### src/rtl/ddr_axi_limiter_if.sv
// AXI4 channel bundle for the DDR limiter: AW/W/AR requests, B/R responses.
// master drives requests and response readies; slave drives the opposite set.
interface ddr_axi_limiter_if #(
  parameter int DataWidth = 128,
  parameter int AddrWidth = 27,
  parameter int IdWidth   = 8
);
  localparam int AxW = IdWidth + AddrWidth + 8 + 3 + 2;
  localparam int WW  = DataWidth + DataWidth / 8 + 1;
  localparam int BW  = IdWidth + 2;
  localparam int RW  = IdWidth + DataWidth + 3;

  logic           aw_valid;
  logic           aw_ready;
  logic [AxW-1:0] aw;
  logic           w_valid;
  logic           w_ready;
  logic [WW-1:0]  w;
  logic           ar_valid;
  logic           ar_ready;
  logic [AxW-1:0] ar;
  logic           b_valid;
  logic           b_ready;
  logic [BW-1:0]  b;
  logic           r_valid;
  logic           r_ready;
  logic [RW-1:0]  r;

  modport master (
    output aw_valid, aw, w_valid, w, ar_valid, ar,
    output b_ready, r_ready,
    input  aw_ready, w_ready, ar_ready,
    input  b_valid, b, r_valid, r
  );

  modport slave (
    input  aw_valid, aw, w_valid, w, ar_valid, ar,
    input  b_ready, r_ready,
    output aw_ready, w_ready, ar_ready,
    output b_valid, b, r_valid, r
  );
endinterface

### src/rtl/ddr_axi_limiter.sv
// Outstanding-transaction limiter between the TL-to-AXI adapter (s) and
// the DDR clock converter (m). Ports: clk_i, rst_i (sync, active-high),
// s (slave side, from adapter), m (master side, to converter),
// drain_i (stop new AR/AW), idle_o (drained), err_o (sticky underflow).
module ddr_axi_limiter #(
  parameter int DataWidth = 128,
  parameter int AddrWidth = 27,
  parameter int IdWidth   = 8,
  parameter int MaxReads  = 8,
  parameter int MaxWrites = 8
) (
  input  logic               clk_i,
  input  logic               rst_i,
  ddr_axi_limiter_if.slave   s,
  ddr_axi_limiter_if.master  m,
  input  logic               drain_i,
  output logic               idle_o,
  output logic               err_o
);
  localparam int RdW = $clog2(MaxReads + 1);
  localparam int WrW = $clog2(MaxWrites + 1);

  typedef enum logic [1:0] {
    RUN,
    DRAIN,
    DRAINED
  } state_t;

  state_t         state, state_n;
  logic [RdW-1:0] rd_cnt, rd_cnt_n;
  logic [WrW-1:0] wr_cnt, wr_cnt_n;
  logic [WrW-1:0] wp_cnt, wp_cnt_n;
  logic           err_q, err_n;
  logic           idle_q;

  logic rd_ok, wr_ok, w_ok;
  logic ar_hs, aw_hs, wl_hs, b_hs, rl_hs;

  assign rd_ok = (rd_cnt < RdW'(MaxReads)) && (state == RUN);
  assign wr_ok = (wr_cnt < WrW'(MaxWrites)) && (state == RUN);
  // registered count only: a W in the same cycle as its AW waits one cycle
  assign w_ok  = (wp_cnt != '0);

  assign m.ar_valid = s.ar_valid & rd_ok;
  assign s.ar_ready = m.ar_ready & rd_ok;
  assign m.ar       = s.ar;

  assign m.aw_valid = s.aw_valid & wr_ok;
  assign s.aw_ready = m.aw_ready & wr_ok;
  assign m.aw       = s.aw;

  assign m.w_valid  = s.w_valid & w_ok;
  assign s.w_ready  = m.w_ready & w_ok;
  assign m.w        = s.w;

  assign s.b_valid  = m.b_valid;
  assign m.b_ready  = s.b_ready;
  assign s.b        = m.b;

  assign s.r_valid  = m.r_valid;
  assign m.r_ready  = s.r_ready;
  assign s.r        = m.r;

  assign ar_hs = s.ar_valid & m.ar_ready & rd_ok;
  assign aw_hs = s.aw_valid & m.aw_ready & wr_ok;
  assign wl_hs = s.w_valid & m.w_ready & w_ok & s.w[0];
  assign b_hs  = m.b_valid & s.b_ready;
  assign rl_hs = m.r_valid & s.r_ready & m.r[0];

  // a decrement with nothing outstanding holds at zero and flags err
  always_comb begin
    rd_cnt_n = rd_cnt;
    wr_cnt_n = wr_cnt;
    wp_cnt_n = wp_cnt;
    err_n    = err_q;
    unique case ({ar_hs, rl_hs})
      2'b10: rd_cnt_n = rd_cnt + RdW'(1);
      2'b01: begin
        if (rd_cnt == '0) err_n = 1'b1;
        else rd_cnt_n = rd_cnt - RdW'(1);
      end
      default: rd_cnt_n = rd_cnt;
    endcase
    unique case ({aw_hs, b_hs})
      2'b10: wr_cnt_n = wr_cnt + WrW'(1);
      2'b01: begin
        if (wr_cnt == '0) err_n = 1'b1;
        else wr_cnt_n = wr_cnt - WrW'(1);
      end
      default: wr_cnt_n = wr_cnt;
    endcase
    // saturate: spurious B could otherwise let wpend run past wr_cnt
    unique case ({aw_hs, wl_hs})
      2'b10: begin
        if (wp_cnt != '1) wp_cnt_n = wp_cnt + WrW'(1);
      end
      2'b01: begin
        if (wp_cnt == '0) err_n = 1'b1;
        else wp_cnt_n = wp_cnt - WrW'(1);
      end
      default: wp_cnt_n = wp_cnt;
    endcase
  end

  always_comb begin
    state_n = state;
    unique case (state)
      RUN: begin
        if (drain_i) state_n = DRAIN;
      end
      DRAIN: begin
        if (!drain_i) state_n = RUN;
        else if (rd_cnt_n == '0 && wr_cnt_n == '0 &&
                 wp_cnt_n == '0)
          state_n = DRAINED;
      end
      DRAINED: begin
        if (!drain_i) state_n = RUN;
      end
      default: state_n = RUN;
    endcase
  end

  always_ff @(posedge clk_i) begin
    if (rst_i) begin
      state  <= RUN;
      rd_cnt <= '0;
      wr_cnt <= '0;
      wp_cnt <= '0;
      err_q  <= 1'b0;
      idle_q <= 1'b0;
    end else begin
      state  <= state_n;
      rd_cnt <= rd_cnt_n;
      wr_cnt <= wr_cnt_n;
      wp_cnt <= wp_cnt_n;
      err_q  <= err_n;
      idle_q <= (state_n == DRAINED);
    end
  end

  assign idle_o = idle_q;
  assign err_o  = err_q;
endmodule

### src/flat_wrapper.sv
// flat-port wrapper written by rule: the top's interface ports become plain ports
module ddr_axi_limiter_flat 
#(
  parameter int DataWidth = 128,
  parameter int AddrWidth = 27,
  parameter int IdWidth   = 8,
  parameter int MaxReads  = 8,
  parameter int MaxWrites = 8
)
  (clk_i, rst_i, drain_i, idle_o, err_o, s_aw_valid, s_aw, s_w_valid, s_w, s_ar_valid, s_ar, s_b_ready, s_r_ready, s_aw_ready, s_w_ready, s_ar_ready, s_b_valid, s_b, s_r_valid, s_r, m_aw_valid, m_aw, m_w_valid, m_w, m_ar_valid, m_ar, m_b_ready, m_r_ready, m_aw_ready, m_w_ready, m_ar_ready, m_b_valid, m_b, m_r_valid, m_r);
  ddr_axi_limiter_if #(.DataWidth(DataWidth), .AddrWidth(AddrWidth), .IdWidth(IdWidth)) s_i ();
  ddr_axi_limiter_if #(.DataWidth(DataWidth), .AddrWidth(AddrWidth), .IdWidth(IdWidth)) m_i ();
  input  logic clk_i;
  input  logic rst_i;
  input  logic drain_i;
  output logic idle_o;
  output logic err_o;
  input wire logic [$bits(s_i.aw_valid)-1:0] s_aw_valid;
  input wire logic [$bits(s_i.aw)-1:0] s_aw;
  input wire logic [$bits(s_i.w_valid)-1:0] s_w_valid;
  input wire logic [$bits(s_i.w)-1:0] s_w;
  input wire logic [$bits(s_i.ar_valid)-1:0] s_ar_valid;
  input wire logic [$bits(s_i.ar)-1:0] s_ar;
  input wire logic [$bits(s_i.b_ready)-1:0] s_b_ready;
  input wire logic [$bits(s_i.r_ready)-1:0] s_r_ready;
  output wire logic [$bits(s_i.aw_ready)-1:0] s_aw_ready;
  output wire logic [$bits(s_i.w_ready)-1:0] s_w_ready;
  output wire logic [$bits(s_i.ar_ready)-1:0] s_ar_ready;
  output wire logic [$bits(s_i.b_valid)-1:0] s_b_valid;
  output wire logic [$bits(s_i.b)-1:0] s_b;
  output wire logic [$bits(s_i.r_valid)-1:0] s_r_valid;
  output wire logic [$bits(s_i.r)-1:0] s_r;
  output wire logic [$bits(m_i.aw_valid)-1:0] m_aw_valid;
  output wire logic [$bits(m_i.aw)-1:0] m_aw;
  output wire logic [$bits(m_i.w_valid)-1:0] m_w_valid;
  output wire logic [$bits(m_i.w)-1:0] m_w;
  output wire logic [$bits(m_i.ar_valid)-1:0] m_ar_valid;
  output wire logic [$bits(m_i.ar)-1:0] m_ar;
  output wire logic [$bits(m_i.b_ready)-1:0] m_b_ready;
  output wire logic [$bits(m_i.r_ready)-1:0] m_r_ready;
  input wire logic [$bits(m_i.aw_ready)-1:0] m_aw_ready;
  input wire logic [$bits(m_i.w_ready)-1:0] m_w_ready;
  input wire logic [$bits(m_i.ar_ready)-1:0] m_ar_ready;
  input wire logic [$bits(m_i.b_valid)-1:0] m_b_valid;
  input wire logic [$bits(m_i.b)-1:0] m_b;
  input wire logic [$bits(m_i.r_valid)-1:0] m_r_valid;
  input wire logic [$bits(m_i.r)-1:0] m_r;
  assign s_i.aw_valid = s_aw_valid;
  assign s_i.aw = s_aw;
  assign s_i.w_valid = s_w_valid;
  assign s_i.w = s_w;
  assign s_i.ar_valid = s_ar_valid;
  assign s_i.ar = s_ar;
  assign s_i.b_ready = s_b_ready;
  assign s_i.r_ready = s_r_ready;
  assign s_aw_ready = s_i.aw_ready;
  assign s_w_ready = s_i.w_ready;
  assign s_ar_ready = s_i.ar_ready;
  assign s_b_valid = s_i.b_valid;
  assign s_b = s_i.b;
  assign s_r_valid = s_i.r_valid;
  assign s_r = s_i.r;
  assign m_aw_valid = m_i.aw_valid;
  assign m_aw = m_i.aw;
  assign m_w_valid = m_i.w_valid;
  assign m_w = m_i.w;
  assign m_ar_valid = m_i.ar_valid;
  assign m_ar = m_i.ar;
  assign m_b_ready = m_i.b_ready;
  assign m_r_ready = m_i.r_ready;
  assign m_i.aw_ready = m_aw_ready;
  assign m_i.w_ready = m_w_ready;
  assign m_i.ar_ready = m_ar_ready;
  assign m_i.b_valid = m_b_valid;
  assign m_i.b = m_b;
  assign m_i.r_valid = m_r_valid;
  assign m_i.r = m_r;
  ddr_axi_limiter #(.DataWidth(DataWidth), .AddrWidth(AddrWidth), .IdWidth(IdWidth), .MaxReads(MaxReads), .MaxWrites(MaxWrites)) u_core (.clk_i(clk_i), .rst_i(rst_i), .s(s_i), .m(m_i), .drain_i(drain_i), .idle_o(idle_o), .err_o(err_o));
endmodule
### config.mk
export PLATFORM = sky130hd
export DESIGN_NAME = ddr_axi_limiter_flat
export DESIGN_NICKNAME = d
export VERILOG_FILES = /design/src/rtl/ddr_axi_limiter_if.sv /design/src/rtl/ddr_axi_limiter.sv /design/src/flat_wrapper.sv
export SDC_FILE = /design/constraint.sdc
export NUM_CORES = 1
export LEC_CHECK = 0
export BUFFER_PORTS_ARGS = -buffer_cell sky130_fd_sc_hd__clkbuf_2
export CAP_MARGIN = 25
export CORE_AREA = 2 2 316 318
export CTS_BUF_LIST = sky130_fd_sc_hd__clkbuf_4
export CTS_CLUSTER_SIZE = 24
export DETAILED_ROUTE_END_ITERATION = 10
export DIE_AREA = 0 0 318 320
export MAX_ROUTING_LAYER = met4
export SLEW_MARGIN = 20
export SYNTH_ARGS = -nofsm -noshare
export SYNTH_HDL_FRONTEND = slang
export SYNTH_SLANG_ARGS = --single-unit
### constraint.sdc
create_clock -name clk_i -period 2.9 [get_ports clk_i]
set_input_delay 0.29 -clock clk_i [delete_from_list [all_inputs] [get_ports clk_i]]
set_output_delay 0.29 -clock clk_i [all_outputs]
set_load 0.01 [all_outputs]
---- Yosys cells after proc, flatten, opt, wreduce, memory -nomap -nowiden ----
Index checks and enable logic that the tools add are counted.
W data, S select, Z words.
word-level totals
  bits in registers ....................... 16
  output and inout bits ................... 402
  word-level logic and storage cells ...... 70
cells by class
  $add $sub $neg .......................... 6
  order comparisons ....................... 2
  equality and inequality tests ........... 10
  multiplexer cells ....................... 18
  bitwise gates (word level) .............. 16
  reduce and logical (&&, ||, !) cells .... 12
operators with widths
  cell                   number
  $logic_not A4 Y1       6
  $pmux W4 S2            3
  $and A1 B1 Y1          16
  $mux W4                4
  $add A4 B1 Y4 const B  3
  $sub A4 B1 Y4 const B  3
  $eq A2 B2 Y1 const B   5
  $eq A2 B1 Y1 const B   4
  $lt A4 B4 Y1 const B   2
  $mux W2                4
  $mux W1                6
  $pmux W2 S3            1
  $logic_and A1 B1 Y1    4
  $ne A4 B4 Y1 const B   1
  $reduce_bool A4 Y1     1
  $logic_not A2 Y1       1

---- Depth between registers and ports, before layout ----
Gate-level depths: netlist of the first run.
  depth after elaboration ................. 12
  gate-level depth with buffers ........... 13
  gate-level depth less buffers ........... 13

---- Worst setup path before layout of the first run ----
Ideal clock, no wire load.
  path type ............................... flip-flop to flip-flop
  start point ............................. register u_core.wp_cnt[0]
  end point ............................... register u_core.state[0]
  arrival ................................. 2976 ps
  data required time ...................... 2762 ps
  setup slack ............................. -214 ps
  stages on the path, launching flop included .. 14
  path buffers ............................ 1
  path through ............................ dfxtp_1 > inv_1 > ha_1 > nor3b_2 > and2b_2 > and3_1 > ha_1 > clkbuf_2 > or3b_1 > a21boi_0 > o32a_1 > nand4bb_1 > nor4_2 > a21boi_0
between the ends
  longest elaborated chain between the ends .. 10
ends and longest elaborated chain
  element                                       RTL line                text
  from (decl)                                   ddr_axi_limiter.sv:32   logic [WrW-1:0] wp_cnt, wp_cnt_n;
  from (signal assigned)                        ddr_axi_limiter.sv:136  wp_cnt <= wp_cnt_n;
  $reduce_bool A4 Y1                            ddr_axi_limiter.sv:42   assign w_ok = (wp_cnt != '0);
  $and A1 B1 Y1 (2 in a row)                    ddr_axi_limiter.sv:66   assign wl_hs = s.w_valid & m.w_ready & w_ok & s.w[0];
  $eq A2 B1 Y1 or $eq A2 B2 Y1 (tied branches)  ddr_axi_limiter.sv:93   unique case ({aw_hs, wl_hs})
  $pmux W4 S2 *                                 ddr_axi_limiter.sv:93
  $logic_not A4 Y1 *                            ddr_axi_limiter.sv:114  wp_cnt_n == '0)
  $logic_and A1 B1 Y1 *                         ddr_axi_limiter.sv:113  else if (rd_cnt_n == '0 && wr_cnt_n == '0 &&
  $mux W2 *                                     ddr_axi_limiter.sv:113
  $mux W2 *                                     ddr_axi_limiter.sv:112  if (!drain_i) state_n = RUN;
  $pmux W2 S3 *                                 ddr_axi_limiter.sv:107  unique case (state)
  to (signal assigned)                          ddr_axi_limiter.sv:133  state <= state_n;
  to (decl)                                     ddr_axi_limiter.sv:29   state_t state, state_n;
Every way passes the cells marked *; elsewhere a longest branch is shown, timed or not.
A chain may end at the register's enable or synchronous reset.

---- Worst setup path after layout of the first run ----
  start point ............................. register u_core.wp_cnt[0]
  end point ............................... register u_core.idle_q, in the netlist u_core.idle_o
between the ends
  longest elaborated chain between the ends .. 11
ends and longest elaborated chain
  element                                       RTL line                text
  $reduce_bool A4 Y1                            ddr_axi_limiter.sv:42
  $and A1 B1 Y1 (2 in a row)                    ddr_axi_limiter.sv:66
  $eq A2 B1 Y1 or $eq A2 B2 Y1 (tied branches)  ddr_axi_limiter.sv:93
  $pmux W4 S2 *                                 ddr_axi_limiter.sv:93
  $logic_not A4 Y1 *                            ddr_axi_limiter.sv:114
  $logic_and A1 B1 Y1 *                         ddr_axi_limiter.sv:113
  $mux W2 *                                     ddr_axi_limiter.sv:113
  $mux W2 *                                     ddr_axi_limiter.sv:112
  $pmux W2 S3 *                                 ddr_axi_limiter.sv:107
  $eq A2 B2 Y1 *                                ddr_axi_limiter.sv:138  idle_q <= (state_n == DRAINED);
  to (signal assigned)                          ddr_axi_limiter.sv:138
  to (decl)                                     ddr_axi_limiter.sv:34   logic idle_q;
Marked as above.

==> results of run 1 <==
synthesized netlist by cell type, types with 3 or more instances:
library cell	instances
sky130_fd_sc_hd__a211oi_1	3
sky130_fd_sc_hd__a21boi_0	3
sky130_fd_sc_hd__a21oi_1	7
sky130_fd_sc_hd__and2_1	5
sky130_fd_sc_hd__and3_1	3
sky130_fd_sc_hd__buf_4	394
sky130_fd_sc_hd__dfxtp_1	16
sky130_fd_sc_hd__ha_1	12
sky130_fd_sc_hd__inv_1	19
sky130_fd_sc_hd__nand2_1	8
sky130_fd_sc_hd__nand2b_1	4
sky130_fd_sc_hd__nand3_1	3
sky130_fd_sc_hd__nor2_1	15
sky130_fd_sc_hd__nor2b_1	5
sky130_fd_sc_hd__nor3_1	9
sky130_fd_sc_hd__nor3b_1	4
metal layers:
| metal | vias up | global-route usage (%) | share of wire [%] |
|---|---|---|---|
| li1 | 658 | - | - |
| met1 | 745 | 2.928 | 16 |
| met2 | 465 | 9.268 | 39 |
| met3 | 158 | 12.26 | 39 |
| met4 | 0 | 3.672 | 6.3 |
| met5 | - | - | 0 |
critical path, delay by kind of cell (launching register included):
family                     cells  cell delay [ns]
DFF                            1             0.34
AOI/OAI and AO/OA              3             0.50
adders and majority gates      2             0.35
buffers and inverters          2             0.10
and+or+nand+nor                6             1.46
stage by stage:
step | cell area (µm²) | total power [mW]
floorplan | 4262 | 0.8697
global placement | 3112 | 0.3922
detailed placement | 3112 | 0.3929
CTS | 3147 | 0.5171
global route | 3192 | 0.5470
finish | 3197 | 0.5119
timing repair:
action | 4_1_cts | 5_1_grt
setup endpoints to repair | 1 | 3
resized for setup | 1 | 8
setup buffers | 0 | 3
pin swaps | 0 | 5
sequential cells by signal, summed over array words and instances (netlist names):
name           cells
u_core.rd_cnt      4
u_core.wp_cnt      4
u_core.wr_cnt      4
u_core.state       2
u_core.err_o       1
u_core.idle_o      1
cell families after synthesis:
| logic type | synth area share (%) |
|---|---|
| AO/OA/AOI/OAI | 6.013 |
| flip-flops | 7.583 |
| AND/OR/NAND/NOR | 9.568 |
| multiplexers | 1.007 |
| adder cells (fa/ha/maj) | 3.554 |
| buffers and inverters | 72.27 |
where the power goes:
group,internal [mW],switching (mW),leakage (nW)
Sequential,0.226,0.00752,0.131
Combinational,0.0659,0.0929,0.603
Clock,0.0500,0.0699,0.0154
final cells by class:
type | instances | share of cell area, %
antenna | 2 | 0.1566
clock buffer | 3 | 0.7045
clock inverter | 1 | 0.1174
inverter | 19 | 2.231
multi-input combinational | 118 | 28.41
sequential | 16 | 10.10
tap | 1287 | 50.37
timing repair buffer | 43 | 7.906
final timing paths:
kind                            depth (start not counted)             start       endpoint  slack [ns]
worst max-delay path                                   13  u_core.wp_cnt[0]  u_core.idle_o        0.08
worst min-delay path                                    2             rst_i   u_core.err_o        0.40
worst max register to register                         13  u_core.wp_cnt[0]  u_core.idle_o        0.08
worst min register to register                          2      u_core.err_o   u_core.err_o        0.60
==> results summary, run 1 <==
Setup repair after global routing could not meet its margin everywhere. The pin count of the biggest net entering global routing came out at 16. The final-report max-slew violation count was 0.

The max capacitance violation total came out at 0. The data arrival time at the worst-slack endpoint came out at 3.05 ns. The number of placed instances, taps included came out at 1480. Leaving out fill and tap cells, the most frequent cells in the layout are sky130_fd_sc_hd__clkbuf_2, sky130_fd_sc_hd__inv_1, sky130_fd_sc_hd__nor2_1, sky130_fd_sc_hd__buf_4, sky130_fd_sc_hd__dfxtp_1. The maximum fanout along the worst path came out at 4. The most common cell after layout, fill and taps aside is sky130_fd_sc_hd__clkbuf_2. The buffer levels on the longest clock path is 2.

The largest voltage drop on the vdd net is 0.00009651 V. The type of the tightest min-delay check is in2reg. The summed instance area of the synthesized netlist came out at 4224 µm². The wire length after detailed routing came out at 36310 µm. The achievable clock frequency is 354.4 MHz.

The number of distinct standard cells referenced by the synthesized netlist came out at 46. The transition time at the pin with the least slew margin came out at 0.4773 ns. The total of fill cells in the finished design is 11630. For this design the ratio of total power to cell area is 160.1 nW/µm².

CTS built an H-tree with a depth of 1. Setup violations remaining at the end of the flow were counted as 0. The share of synthesized registers carrying an async set or reset came out at 0%. The clock-pin slew on the worst setup and hold paths is 0.10 ns. The number of nets in the final layout came out at 616. The count of warnings emitted by yosys came out at 0. The register cell area after layout is 322.8 µm². Leaving out filler cells and counting taps, the final layout contains 1489. The via count is 2026.

The commonest register cell after synthesis is sky130_fd_sc_hd__dfxtp_1. In this run the count of I/O pins placed on the die edge is 805. The DRC violations left came out at 0. The data required time at the worst endpoint came out at 3.13 ns. The number of hold violations in the final report came out at 0. The first detailed-routing pass ran for 4 iterations. The number of storage elements in the synthesis netlist came out at 16.

The share of the clock period used by the worst path after layout is 97.29%. For this run the aggregate overflow at the end of global routing stands at 0. Across all hold checks on the routed design, the worst slack comes to 0.3992 ns. The overall die area came out at 101800 µm². Synthesis produced 551 cells.

The relative slew slack is 67.74%. Counting flops with a built-in enable in the synthesized netlist gives 0. The post-route setup TNS came out at 0 ns. The post-synthesis sequential area ratio is 7.583%. The initial antenna violation count came out at 1. The initial cell density of the core came out at 4.311%.

The global-route wire length before repair came out at 40230 µm. Clock tree synthesis selected as its root buffer the cell sky130_fd_sc_hd__clkbuf_4. The detail-routed via count per cell is 1.361. The average instance area after synthesis came out at 7.666 µm². The post-layout minimum cycle time is 2.821 ns.

The share of layout cells above drive strength 1 is 32.00%. Traced cell by cell, the critical path runs through inv_2 -> ha_4 -> nor3b_4 -> and2b_2 -> and3_4 -> inv_1 -> ha_2 -> or3b_1 -> a21boi_1 -> o32a_1 -> nand4bb_1 -> nor4_4 -> a31o_1. The largest stage delay on the critical path came out at 0.38 ns. The routability congestion estimate is 0.6795. The number of buffers inserted by hold repair at cts came out at 0. The count of buffers inserted at the top-level ports is 28. The estimated wirelength of the detail-placed design is 34100 µm. TritonCTS built the clock tree. The average wire per standard cell came out at 24.39 µm. The all-layer global routing usage is 6.887%. STA classifies the critical path startpoint as a register. The fraction of synthesized cell area taken by the top area cell type is 70.02%. The capturing element type of the critical path is a register. The clock sink total is 16.

The most area-hungry cell type in the Yosys netlist is sky130_fd_sc_hd__buf_4. The placeable core region came out at 97990 µm². The via count of the first global-routing pass came to 2074.

Ranked by total cell area, the synthesized netlist is headed by sky130_fd_sc_hd__buf_4, sky130_fd_sc_hd__dfxtp_1, sky130_fd_sc_hd__ha_1. The smallest setup slack after layout is 0.07860 ns. The slowest stage of the critical path belongs to the cell sky130_fd_sc_hd__or3b_1. Once layout is complete, the utilization of the core stands at 3.262%. From bottom edge to top edge, the die measures 320 µm. At the placement stage, the worst setup path has a slack of 0.07252 ns. The run finished with clean final reports. The number of antenna-violating nets in the routed design came out at 0. When the netlist entered floorplanning its net count stood at 966.

The clock latency on the worst-skew pair is 0.29 ns. The overall die width is 318 µm. The critical setup path kind is reg2reg. Between clock sinks in the finished design, the worst skew comes to 0.007483 ns.

The number of buffers inserted during clock tree synthesis came out at 3. The count of routing violations after the opening detailed-route iteration came out at 143. From synthesis to final layout, the design area changed by -24.32%. The leakage power summed over all cells is 0.7489 nW. In the final layout, the multi-input gates occupy 908.4 µm². The number of placement rows came out at 115.
(Power assumes the default switching activity.)
==> run 2: changes to the inputs <==
Settings changed: SETUP_SLACK_MARGIN set to 0.2.
==> run 2 against run 1 <==
Effect of this change:
- fmax rose by 4.9%
- highest routed layer unchanged
- design area up 1.6%
- core utilization increased by 0.051 points
- combinational power barely moved
- sequential share of layout area fell by 0.079 points
- die area stayed put
- critical endpoint unchanged
- non-clock buffer count rose by 3
- sequential power is essentially flat
==> results summary, run 2 (synthesis results as in run 1) <==
The flow ran to the end, and the final reports show no timing, DRC or antenna violations. The number of cells on the worst reg-to-reg path is 12. Port buffering added 28 buffers. The routed length on met1 is 5946 µm.

The number of nets in the final layout is 619. Setup violations remaining at the end of the flow were counted as 0. The clock drives 16 sinks. The switching power of the nets came out at 169.4 µW. The area of all placed cells without fillers came out at 3247 µm².

The average wire per standard cell is 24.48 µm. The max capacitance violation total came out at 0. The clock-pin slew on the worst setup and hold paths came out at 0.09 ns. The via count of the first global-routing pass is 2132. The setup path with the least slack is of type reg2reg.

The placed instances occupy a cell area of 3109 µm². The critical path startpoint category is a register. After layout, the design draws a total of 525.6 µW.

The vertical extent of the die is 320 µm. The iteration count of the initial detailed-routing pass is 4. The worst hold path passes through 2 cells. The number of antenna-violating nets in the routed design came out at 0. The proportion of total power due to net switching came out at 32.24%. In this run the static leakage power is 0.7809 nW. For this run, the slowest stage of the critical path takes 0.35 ns. Across the routed clock network, the largest skew measured is 0.003608 ns. In the final layout, the share of cells above drive strength 1 is 34.98%.

The placeable core region is 97990 µm². The multi-input gate area in the final layout is 934.6 µm². The maximum fanout along the worst path is 4. The post-route setup TNS is 0 ns.

STA classifies the critical path endpoint as a register. The number of buffers inserted by hold repair at cts came out at 0. The global-route wire length before repair is 40430 µm. The final-report max-slew violation count is 0. Registers take 325.3 µm².

Hold timing on the final database bottoms out at a slack of 0.3836 ns. Sequential cells account for 44.3% of the total power. The transition time at the pin with the least slew margin came out at 0.4984 ns.

The number of placement rows came out at 115. The data arrival time at the worst-slack endpoint came out at 2.93 ns. The number of hold violations in the final report came out at 0. Leaving out fill and tap cells, the most frequent cell in the layout is sky130_fd_sc_hd__clkbuf_2. Timing would allow up to 371.6 MHz.

Setup repair after global routing could not meet its margin everywhere. The total of fill cells in the finished design came out at 11630. The combinational power share is 30.5%.

The cell-internal power came out at 356.2 µW. The estimated wirelength of the detail-placed design is 34040 µm. The post-route core utilization came out at 3.314%. In this run the top signal layer used is met4. The largest voltage drop on the vdd net is 0.00008970 V.

The number of buffers inserted during clock tree synthesis came out at 3. On the critical path, the stage with the largest delay is an instance of sky130_fd_sc_hd__dfxtp_2. The via count is 2060. The total length of routed met2 wires is 14220 µm. TritonCTS built the clock tree. The routed wire length on met3 came out at 14200 µm.

Timing analysis after detailed placement gives a worst setup slack of -0.02862 ns. The top cell types in the final layout, fill and taps aside, are sky130_fd_sc_hd__clkbuf_2, sky130_fd_sc_hd__inv_1, sky130_fd_sc_hd__buf_4. The share of the clock period used by the worst path after layout came out at 92.78%. The floorplan step defined a die boundary enclosing 101800 µm². In the final layout, the registers with the most flip-flops are u_core.rd_cnt (4), u_core.wp_cnt (4), u_core.wr_cnt (4).

The overall die width came out at 318 µm. The detail-routed via count per cell is 1.382. The data required time at the worst endpoint came out at 3.14 ns. For this block, the routed nets add up to 36490 µm of wire. The clock latency on the worst-skew pair came out at 0.28 ns. The pin count of the biggest net entering global routing came out at 16. The type of the tightest min-delay check is in2reg.

The H-tree depth came out at 1. The critical path goes through inv_2 -> ha_4 -> nor3b_4 -> and2b_2 -> and3_4 -> inv_1 -> ha_2 -> a221o_1 -> a221oi_2 -> nand4_1 -> nor4_4 -> a31o_1. The initial antenna violation count is 3. Global routing finished with a remaining overflow of 0. After detailed placement, the design holds a cell count of 1478. The post-layout minimum cycle time is 2.691 ns. The DRC violations left is 0. The count of non-filler cells in the finished layout is 1491.

The smallest setup slack after layout is 0.2093 ns. The buffer levels on the longest clock path came out at 2. The clock network fraction of total power came out at 25.2%. The count of routing violations after the opening detailed-route iteration came out at 110. The relative slew slack is 66.32%. The number of I/O pins came out at 805.

The tree is rooted in a sky130_fd_sc_hd__clkbuf_4. Routability-driven placement finished with a final weighted congestion of 0.6723. The power density over the cells is 161.9 nW/µm². The initial utilization of the core area, before any placement, comes to 4.311%. The all-layer global routing usage came out at 6.901%. The post-synthesis to final-layout area growth is -23.13%.
==> run 2: power groups by stage <==
stage	Clock (mW)	Combinational, mW	Sequential (mW)
3_3_place_gp	0	0.152	0.237
5_1_grt	0.150	0.178	0.235
3_5_place_dp	0	0.152	0.237
2_1_floorplan	0	0.634	0.236
6_report	0.133	0.160	0.233
4_1_cts	0.139	0.159	0.233
==> run 2: cell type report <==
type | instances | share of cell area [%]
repair buffers | 46 | 8.401
clock buffers | 4 | 0.9249
inverters | 19 | 2.197
diodes | 1 | 0.07707
flip-flops and latches | 16 | 10.02
multi-input cells | 118 | 28.79
well taps | 1287 | 49.60
==> run 2: final timing paths <==
check	from	to	slack, ns
worst min register to register	u_core.err_o	u_core.err_o	0.57
worst min-delay path	rst_i	u_core.wp_cnt[3]	0.38
worst max-delay path	u_core.wp_cnt[0]	u_core.idle_o	0.21
worst max register to register	u_core.wp_cnt[0]	u_core.idle_o	0.21
==> run 2: critical path, delay by kind of cell (launching register included) <==
| kind | cells | cell delay, ns |
|---|---|---|
| and+or+nand+nor | 5 | 1.03 |
| buffers and inverters | 2 | 0.10 |
| AOI/OAI and AO/OA | 3 | 0.82 |
| adders and majority gates | 2 | 0.35 |
| DFF | 1 | 0.35 |
==> run 2: what timing repair did <==
action	4_1_cts	5_1_grt
gates resized for setup	7	5
pin swaps	8	2
hold endpoints to repair	0	0
setup endpoints to repair	3	3
setup buffers	6	2
==> run 2: layer usage <==
| layer | track usage [%] | vias up |
|---|---|---|
| met2 | 9.292 | 504 |
| met3 | 12.04 | 164 |
| li1 | - | 661 |
| met5 | - | - |
| met1 | 3.146 | 731 |
| met4 | 3.481 | 0 |
==> run 3: changes to the inputs <==
Clock period 2.9 ns to 2.7 ns, I/O delays scaled along.
==> run 3 against run 2 <==
Effect of this change:
- sequential share of layout area fell by 0.30 points
- clock power barely moved
- setup slack got worse by 0.16 ns
- largest cell class unchanged
- highest routed layer unchanged
==> results summary, run 3 (synthesis results as in run 1) <==
The run finished with clean final reports. The routability congestion estimate is 0.6891. The critical setup path kind is reg2reg. The vertical extent of the die came out at 320 µm. The count of routing violations after the opening detailed-route iteration came out at 91. The die is 318 µm wide.

The clock-pin slew on the worst setup and hold paths is 0.11 ns. The maximum fanout along the worst path came out at 3. The pre-antenna-repair detailed-routing pass consisted of 4 iterations.

The number of placement rows came out at 115. The data arrival time at the worst-slack endpoint is 2.88 ns. The area of all placed cells without fillers came out at 3347 µm². The via count of the first global-routing pass came to 2224. Data on the critical path is required at its endpoint by 2.92 ns.

For this design the ratio of total power to cell area is 168.8 nW/µm². For the worst-skew pair, the clock arrives at the later sink with an insertion delay of 0.29 ns. The tree is rooted in a sky130_fd_sc_hd__clkbuf_4. In this run the tool buffered the top-level ports with 28 buffer cells. The relative slew slack came out at 63.61%. Setup repair after global routing could not meet its margin everywhere. The final setup violation count is 0. The clock tree skew after final layout is 0.01730 ns. The number of I/O pins is 805. The initial antenna violation count is 2. The number of hold violations in the final report came out at 0.

Setup total negative slack on the finished layout was measured at 0 ns. For this run the aggregate overflow at the end of global routing stands at 0. Of the cells placed in the final design, the portion with a size suffix greater than 1 is 38.43%. The number of antenna-violating nets in the routed design is 0. For this configuration, the core starts out at a cell density of 4.311%. In the final layout, the registers with the most flip-flops are u_core.rd_cnt (4), u_core.wp_cnt (4), u_core.wr_cnt (4). Detailed placement ended at an HPWL of 34290 µm. The part of the power in registers is 44.1%. The cell-internal power is 375.7 µW. The detail-routed via count per cell came out at 1.409. Across all setup checks in the final design, the least slack found is 0.04824 ns. The final-report max-slew violation count came out at 0.

The placeable core region came out at 97990 µm². The power after layout came out at 564.9 µW. Based on the critical path, the design can be clocked at up to 377.1 MHz. TritonCTS built the clock tree. The top cell types in the final layout, fill and taps aside, are sky130_fd_sc_hd__buf_4, sky130_fd_sc_hd__clkbuf_2, sky130_fd_sc_hd__inv_1. The worst hold path belongs to the class in2reg.

The combinational power share is 32.6%. The all-layer global routing usage came out at 6.947%. The H-tree depth is 1. The routed layout has 2121 vias. The clock network fraction of total power came out at 23.3%. Leaving out fill and tap cells, the most frequent cell in the layout is sky130_fd_sc_hd__buf_4. The share of the clock period used by the worst path after layout came out at 98.21%. The DRC violations left is 0. Counting the buffers created by CTS gives 3. The buffer levels on the longest clock path is 2. The post-layout minimum cycle time came out at 2.652 ns. Counting every sink on the clock net gives 16. After detailed routing, the average wire length per cell comes to 24.33 µm.

The switching power of the nets came out at 189.2 µW. The total cell area at the placement stage came out at 3227 µm². The pin count of the biggest net entering global routing is 16. At the end of the flow the core is filled with cells to 3.416%. The worst setup path is launched from a register.

The largest voltage drop on the vdd net came out at 0.0001051 V. The pre-CTS setup slack is -0.09444 ns. The worst setup path is captured at a register. For the pin with the worst max-slew slack, the measured transition is 0.5385 ns. The max capacitance violation total is 0. The leakage power summed over all cells is 0.8311 nW.

The wire length after detailed routing is 36610 µm. The number of nets in the final layout is 632. Net switching is 33.49% of the power. The global-route wire length before repair is 40830 µm. The overall die area is 101800 µm².

Compared with the post-synthesis result, the final layout area differs by -20.76%.
-- run 3: changes by cell type in the layout (fill, tap and decap cells not counted), sizes merged --
cell,before,now
clkinv,0,1
clkbuf,32,31
diode,1,2
buf,18,31
-- run 3: per-layer routing --
layer | routed length (µm) | vias to the layer above | global-route usage (%) | share of wire [%]
met1 | 6097 | 771 | 3.215 | 17
met3 | 14150 | 162 | 12.06 | 39
met2 | 14250 | 500 | 9.356 | 39
li1 | - | 688 | - | -
met5 | 0 | - | - | 0
met4 | 2108 | 0 | 3.481 | 5.8
-- run 3: worst max-delay path, stage by stage (launching register included) --
cell and delay (ns):
sky130_fd_sc_hd__dfxtp_4 0.37, sky130_fd_sc_hd__inv_4 0.03, sky130_fd_sc_hd__ha_4 0.14, sky130_fd_sc_hd__nor3b_4 0.14
sky130_fd_sc_hd__and2b_2 0.22, sky130_fd_sc_hd__and3_4 0.20, sky130_fd_sc_hd__inv_2 0.04, sky130_fd_sc_hd__ha_2 0.18
sky130_fd_sc_hd__or3b_1 0.37, sky130_fd_sc_hd__a21boi_1 0.13, sky130_fd_sc_hd__o32a_1 0.17, sky130_fd_sc_hd__nand4bb_1 0.15
sky130_fd_sc_hd__nor4_4 0.28, sky130_fd_sc_hd__a31o_1 0.17
-- run 3: power groups by stage --
stage / combinational [mW] / clock (mW) / sequential [mW]
6_report: 0.184 / 0.132 / 0.249
3_3_place_gp: 0.177 / 0 / 0.254
4_1_cts: 0.187 / 0.139 / 0.249
2_1_floorplan: 0.681 / 0 / 0.253
5_1_grt: 0.203 / 0.149 / 0.251
3_5_place_dp: 0.178 / 0 / 0.254
-- run 3: worst paths after layout --
| check | startpoint | end | slack (ns) | cells after the start |
|---|---|---|---|---|
| worst max-delay path | u_core.wp_cnt[1] | u_core.idle_o | 0.05 | 13 |
| worst min-delay path | rst_i | u_core.rd_cnt[2] | 0.37 | 2 |
| worst max register to register | u_core.wp_cnt[1] | u_core.idle_o | 0.05 | 13 |
| worst min register to register | u_core.err_o | u_core.err_o | 0.59 | 2 |
-- run 3: area by class of cell --
type | count | area (µm²)
diodes | 2 | 5.005
repair buffers | 59 | 385.4
fillers | 11630 | 94640
clock buffers | 3 | 22.52
flip-flops and latches | 16 | 325.3
inverters | 19 | 73.82
multi-input cells | 118 | 920.9
clock inverters | 1 | 3.754
well taps | 1287 | 1610
-- run 3: per-stage QoR --
stage	std cells	hold WS, ns
finish	1505	0.3711
global route	1503	0.3839
CTS	1501	0.3587
detailed placement	1492	0.5401
global placement	1492	0.5246
floorplan	551	0.3416
-- run 3: repair_timing --
action	4_1_cts	5_1_grt
buffers inserted	5	2
resized for setup	8	3
endpoints found under the setup margin	3	4
pin swaps	5	7
hold buffers	0	0
